[src/rtl/dram_pkg.sv]
// Shared types and sizes for the DRAM chunk packer.
// Build option: DRAM_CHUNK_PACKER_CHECKSUM_EN (see top module).
package dram_pkg;

    localparam int SAMPLE_WIDTH    = 16;
    localparam int CHUNK_WIDTH     = 128;
    localparam int LANES           = CHUNK_WIDTH / SAMPLE_WIDTH;
    localparam int IDX_WIDTH       = $clog2(LANES);
    localparam int DRAM_ADDR_WIDTH = 24;

    typedef enum logic [1:0] {
        FILL,
        DRAIN,
        DONE
    } packer_state_t;

    typedef logic [CHUNK_WIDTH-1:0] chunk_t;

endpackage

[src/rtl/dram_chunk_packer_if.sv]
// AXI-stream style valid/ready bundle with tlast.
// Used for both the sample input and the chunk output.
interface dram_chunk_packer_if
    import dram_pkg::*;
#(
    parameter int W = SAMPLE_WIDTH
);

    logic [W-1:0] data;
    logic         valid;
    logic         tlast;
    logic         ready;

    modport master (
        output data,
        output valid,
        output tlast,
        input  ready
    );

    modport slave (
        input  data,
        input  valid,
        input  tlast,
        output ready
    );

endinterface

[src/rtl/dram_chunk_packer_chunk_out_reg.sv]
// Single-entry holding register for one chunk plus tlast.
// Holds its contents until the downstream handshake.
module chunk_out_reg
    import dram_pkg::*;
(
    input  logic   clk,
    input  logic   rst,
    input  logic   load,
    input  chunk_t load_data,
    input  logic   load_tlast,
    input  logic   ready,
    output logic   valid,
    output chunk_t data,
    output logic   tlast
);

    // Caller only loads when the slot is empty or draining this cycle.
    always_ff @(posedge clk) begin
        if (rst) begin
            valid <= 1'b0;
            data  <= '0;
            tlast <= 1'b0;
        end else if (load) begin
            valid <= 1'b1;
            data  <= load_data;
            tlast <= load_tlast;
        end else if (ready) begin
            valid <= 1'b0;
        end
    end

endmodule

[src/rtl/dram_chunk_packer.sv]
// Packs 16-bit samples into 128-bit chunks for the DRAM write FIFO.
// Define DRAM_CHUNK_PACKER_CHECKSUM_EN to add a running sample checksum.
module dram_chunk_packer
    import dram_pkg::*;
#(
    parameter int MAX_CHUNKS = 2 ** DRAM_ADDR_WIDTH
)
(
    input  logic                       clk,
    input  logic                       rst,
    dram_chunk_packer_if.slave         sample_axis,
    dram_chunk_packer_if.master        chunk_axis,
    output logic                       load_done,
    output logic [DRAM_ADDR_WIDTH-1:0] chunk_count,
`ifdef DRAM_CHUNK_PACKER_CHECKSUM_EN
    output logic [SAMPLE_WIDTH-1:0]    checksum,
`endif
    output logic                       overflow
);

    localparam logic [DRAM_ADDR_WIDTH:0] LAST_NUM =
        (DRAM_ADDR_WIDTH+1)'(MAX_CHUNKS - 1);

    packer_state_t          state;
    logic [IDX_WIDTH-1:0]   idx;
    chunk_t                 pack;
    chunk_t                 packed_next;
    logic                   out_valid;
    chunk_t                 out_data;
    logic                   out_tlast;
    logic                   accept;
    logic                   complete;
    logic                   handshake;
    logic                   hit_max;
    logic                   last_chunk;
    logic [DRAM_ADDR_WIDTH:0] chunk_num;

    assign sample_axis.ready = (state == FILL) &&
                               !(out_valid && !chunk_axis.ready);

    assign accept    = sample_axis.valid && sample_axis.ready;
    assign handshake = out_valid && chunk_axis.ready;
    assign complete  = accept &&
                       ((idx == IDX_WIDTH'(LANES - 1)) ||
                        sample_axis.tlast);

    // Zero-based number of the chunk being completed; a held chunk
    // that has not yet handed off still counts as already issued.
    assign chunk_num  = {1'b0, chunk_count} +
                        {{DRAM_ADDR_WIDTH{1'b0}}, out_valid};
    assign hit_max    = (chunk_num == LAST_NUM);
    assign last_chunk = sample_axis.tlast || hit_max;

    always_comb begin
        packed_next = pack;
        packed_next[idx*SAMPLE_WIDTH +: SAMPLE_WIDTH] =
            sample_axis.data;
    end

    always_ff @(posedge clk) begin
        if (rst) begin
            state       <= FILL;
            idx         <= '0;
            pack        <= '0;
            load_done   <= 1'b0;
            overflow    <= 1'b0;
            chunk_count <= '0;
        end else begin
            if (handshake && (chunk_count != '1)) begin
                chunk_count <= chunk_count + 1'b1;
            end
            unique case (state)
                FILL: begin
                    if (complete) begin
                        pack <= '0;
                        idx  <= '0;
                        if (last_chunk) begin
                            state <= DRAIN;
                        end
                        if (hit_max && !sample_axis.tlast) begin
                            overflow <= 1'b1;
                        end
                    end else if (accept) begin
                        pack <= packed_next;
                        idx  <= idx + 1'b1;
                    end
                end
                DRAIN: begin
                    if (handshake) begin
                        state     <= DONE;
                        load_done <= 1'b1;
                    end
                end
                DONE: begin
                end
                default: state <= FILL;
            endcase
        end
    end

`ifdef DRAM_CHUNK_PACKER_CHECKSUM_EN
    always_ff @(posedge clk) begin
        if (rst) begin
            checksum <= '0;
        end else if (accept) begin
            checksum <= checksum + sample_axis.data;
        end
    end
`endif

    chunk_out_reg u_out (
        .clk        (clk),
        .rst        (rst),
        .load       (complete),
        .load_data  (packed_next),
        .load_tlast (last_chunk),
        .ready      (chunk_axis.ready),
        .valid      (out_valid),
        .data       (out_data),
        .tlast      (out_tlast)
    );

    assign chunk_axis.valid = out_valid;
    assign chunk_axis.data  = out_data;
    assign chunk_axis.tlast = out_tlast;

endmodule

[src/flat_wrapper.sv]
// flat-port wrapper written by rule: the top's interface ports become plain ports
module dram_chunk_packer_flat import dram_pkg::*;
#(
    parameter int MAX_CHUNKS = 2 ** DRAM_ADDR_WIDTH
)
  (clk, rst, load_done, chunk_count, overflow, sample_axis_data, sample_axis_valid, sample_axis_tlast, sample_axis_ready, chunk_axis_data, chunk_axis_valid, chunk_axis_tlast, chunk_axis_ready);
  dram_chunk_packer_if #(.W(16)) sample_axis_i ();
  dram_chunk_packer_if #(.W(128)) chunk_axis_i ();
  input  logic clk;
  input  logic rst;
  output logic load_done;
  output logic [DRAM_ADDR_WIDTH-1:0] chunk_count;
  output logic overflow;
  input wire logic [$bits(sample_axis_i.data)-1:0] sample_axis_data;
  input wire logic [$bits(sample_axis_i.valid)-1:0] sample_axis_valid;
  input wire logic [$bits(sample_axis_i.tlast)-1:0] sample_axis_tlast;
  output wire logic [$bits(sample_axis_i.ready)-1:0] sample_axis_ready;
  output wire logic [$bits(chunk_axis_i.data)-1:0] chunk_axis_data;
  output wire logic [$bits(chunk_axis_i.valid)-1:0] chunk_axis_valid;
  output wire logic [$bits(chunk_axis_i.tlast)-1:0] chunk_axis_tlast;
  input wire logic [$bits(chunk_axis_i.ready)-1:0] chunk_axis_ready;
  assign sample_axis_i.data = sample_axis_data;
  assign sample_axis_i.valid = sample_axis_valid;
  assign sample_axis_i.tlast = sample_axis_tlast;
  assign sample_axis_ready = sample_axis_i.ready;
  assign chunk_axis_data = chunk_axis_i.data;
  assign chunk_axis_valid = chunk_axis_i.valid;
  assign chunk_axis_tlast = chunk_axis_i.tlast;
  assign chunk_axis_i.ready = chunk_axis_ready;
  dram_chunk_packer #(.MAX_CHUNKS(MAX_CHUNKS)) u_core (.clk(clk), .rst(rst), .sample_axis(sample_axis_i), .chunk_axis(chunk_axis_i), .load_done(load_done), .chunk_count(chunk_count), .overflow(overflow));
endmodule
[config.mk]
export PLATFORM = sky130hd
export DESIGN_NAME = dram_chunk_packer_flat
export DESIGN_NICKNAME = d
export VERILOG_FILES = /design/src/rtl/dram_pkg.sv /design/src/rtl/dram_chunk_packer_if.sv /design/src/rtl/dram_chunk_packer_chunk_out_reg.sv /design/src/rtl/dram_chunk_packer.sv /design/src/flat_wrapper.sv
export SDC_FILE = /design/constraint.sdc
export NUM_CORES = 1
export LEC_CHECK = 0
export ABC_AREA = 1
export BUFFER_PORTS_ARGS = -buffer_cell sky130_fd_sc_hd__buf_2
export CAP_MARGIN = 20
export CORE_MARGIN = 8
export CORE_UTILIZATION = 45
export DETAILED_ROUTE_END_ITERATION = 8
export PLACE_DENSITY = 0.67
export SETUP_SLACK_MARGIN = 0.2
export SLEW_MARGIN = 0
export SYNTH_ARGS = -nofsm -noshare
export SYNTH_HDL_FRONTEND = slang
export SYNTH_SLANG_ARGS = --single-unit
[constraint.sdc]
create_clock -name clk -period 2.5 [get_ports clk]
set_clock_uncertainty 0.2 [all_clocks]
set_input_delay 0.75 -clock clk [delete_from_list [all_inputs] [get_ports clk]]
set_output_delay 0.75 -clock clk [all_outputs]
set_load 0.02 [all_outputs]
==> reports/metrics.yaml <==
run_status:
  outcome: "complete, no violations"
synthesis:
  ys_top_cells_by_area: "dfxtp_1 47%, nand2_1 11%, o21ai_0 9.4%"
  syn_avg_cell_area_sq_um: 7.39
  synth.yosys.warnings: 0
  synthesis.nets: 1697
  yosysUniqueCellTypes: 37
  ys_seq_area_share_pct: 46.9
  ys.flop_type: "dfxtp_1"
  synth-edff-count: 0
  async_flop_share_pct: 0
  synthCells: 1669
  ys_seq_elements: 289
  synth.cell_area_sq_um: 12300
  synth_top_cells_by_count: "350 x nand2_1, 289 x dfxtp_1, 231 x o21ai_0, 215 x nor2_1, 186 x a21oi_1"
  yosysTopAreaCell: "dfxtp_1"
  synth_top_area_share_pct: 46.9
  yosysMostFrequentCell: "nand2_1"
die:
  dieArea_sq_um: 33000
  placementRows: 60
  start_util_pct: 45.8
  ios: 178
  die_w_um: 182
  core_sq_um: 27000
  die_h_um: 182
sta:
  hold_viol: 0
  period_share_pct: 95.0
  worst_hold_slack_ns: 0.250
  tightestPinTransition_ns: 0.509
  setup_viol: 0
  max_freq_ghz: 0.421
  rsz0062_at_grt: "true"
  slew_headroom_pct: 65.8
  setup_tns_ns: 0
  drv_slew: 0
  period_needed_ns: 2.37
drt:
  drc_errors: 0
  wl_per_cell_um: 17.6
  vias_per_cell: 5.45
  drt_first_pass_iters: 5
  drt-initial-drc-count: 979
  routed_wl_um: 39000
  vias: 12091
  postRouteAntennaNets: 0
worst_setup_path:
  crit_type: "flip-flop to output port"
  start_kind: "flip-flop"
  critPathRequiredTime_ns: 1.55
  rrSetupSlack_ns: 0.16
  crit_fanout: 2
  crit_path_end_kind: "output port"
  arrival_ns: 1.42
clock_network:
  hold_buffers: 0
  cts_root_buf: "clkbuf_16"
  clk_path_buf_depth: 3
  cts_tree: "done"
  cts_made_buffers: 31
  worstSkewPairLatency_ns: 0.57
  htree_levels: 1
  cts.clk_slew.worst_paths_ns: 0.06
  clock_sinks: 289
global_route:
  overflow: 0
  grt_max_degree: 115
  grt_pass1_wl_um: 58900
  antenna_found_initial: 1
  grt_usage_pct: 21.7
  grt_pass1_vias: 11043
finish:
  n_antenna_cell: 0
  postLayoutCellArea_sq_um: 15600
  area_delta_synth_final_pct: 26.8
  final_cells: 2219
  fillCellCount: 2439
  drive_gt1_share_pct: 22.5
  finalNetCount: 1884
power_and_ir_drop:
  finalPower_mw: 11.0
  power.density_nw_per_um2: 703
  vdd_drop_max_mv: 0.452
  leakage_nw: 6.43
placed_design:
  placed_cell_area_sq_um: 13900
  dp_hpwl_um: 25500
  gp_congestion: 0.902
  numPortBuffers: 177
  dpl.cell_count: 2144
min_path:
  min-delay-path-class: "flip-flop to flip-flop"
flow_run:
  max_cap_viol_count: 0
## flip-flops by register name (all words and copies together), names as in the netlist
name	cells
u_core.state	2
u_core.pack	128
u_core.overflow	1
u_core.u_out.tlast	1
u_core.idx	3
u_core.u_out.valid	1
u_core.chunk_count	24
u_core.load_done	1
u_core.u_out.data	128
## what timing repair did
| item | 4_1_cts | 5_1_grt |
|---|---|---|
| pin swaps | 4 | 15 |
| endpoints found under the hold margin | 0 | 0 |
| resized for setup | 38 | 83 |
| cloned | 1 | 3 |
| endpoints found under the setup margin | 85 | 196 |
| setup buffers | 2 | 14 |
## per-stage QoR
stage,setup WS (ns),utilization (%)
floorplan,0.163,-
global placement,0.0147,51.7
detailed placement,-0.0279,51.7
CTS,0.0967,56.3
global route,0.0870,58.0
finish,0.126,58.0
## cell usage in the layout, fill, tap and decap left out, types with 8 or more instances in the layout
master | Yosys | routed
buf_4 | 2 | 58
buf_6 | 0 | 8
a21oi_1 | 186 | 184
nand2_1 | 350 | 343
o21ai_0 | 231 | 219
nor2_4 | 2 | 10
buf_2 | 23 | 174
buf_12 | 0 | 15
nand3_1 | 29 | 28
nor2_1 | 215 | 202
dfxtp_2 | 0 | 8
nor2_2 | 8 | 13
inv_1 | 88 | 86
mux2i_4 | 0 | 11
or2_1 | 21 | 21
o21ai_1 | 2 | 10
mux2i_1 | 25 | 10
a2bb2oi_2 | 0 | 11
a2bb2oi_1 | 48 | 37
clkbuf_16 | 0 | 33
nand2_2 | 7 | 11
dfxtp_1 | 289 | 279
nor3_1 | 13 | 12
## final timing paths
path	to	cells past startpoint	start
min reg2reg	u_core.load_done$_SDFFE_PP0P_	2	u_core.load_done$_SDFFE_PP0P_
max	sample_axis_ready	3	u_core.u_out.valid$_SDFFE_PP0P_
max reg2reg	u_core.pack[8]$_SDFFE_PP0P_	8	u_core.idx[1]$_SDFFE_PP0P_
min	u_core.load_done$_SDFFE_PP0P_	2	u_core.load_done$_SDFFE_PP0P_
## critical path, cell delays in order (launching register included)
cell and delay [ns]:
dfxtp_4 0.36, buf_6 0.12, a211oi_4 0.23, buf_6 0.16
## per-layer routing
layer  vias up  global-route usage, %  part of all wire [%]  routed length, um
met1      5659                   29.2                    45              17500
met4         2                   6.33                   2.5                963
met3        64                   4.01                   7.3               2830
li1       5913                      -                     -                  -
met5         -                      0                 0.028                 11
met2       453                   34.8                    45              17600
## power by group
part	switching, mW	internal [mW]	total, mW
clock network	1.88	2.75	4.64
registers	0.102	4.77	4.88
logic	0.935	0.545	1.48
total	2.92	8.07	11.0
## cell families (layout without fill, tap and decap cells)
logic type | count (synthesis) | in the layout | share of synthesized area (%)
fa+ha+maj | 7 | 7 | 0.710
mux | 31 | 31 | 2.58
simple gates | 662 | 663 | 22.1
xor+xnor | 1 | 1 | 0.0710
buf+inv | 201 | 409 | 6.41
flops | 289 | 289 | 46.9
compound gates | 478 | 478 | 21.2
## layout make-up
cell class,instances,area [sq um],area share (%)
Multi-Input combinational cell,1180,6210,39.7
Sequential cell,289,5800,37.1
Timing Repair Buffer,260,1800,11.5
Clock buffer,43,881,5.63
Tap cell,341,427,2.73
Inverter,94,368,2.35
Clock inverter,12,149,0.952
Note: power is estimated with default switching activity, not from simulation.
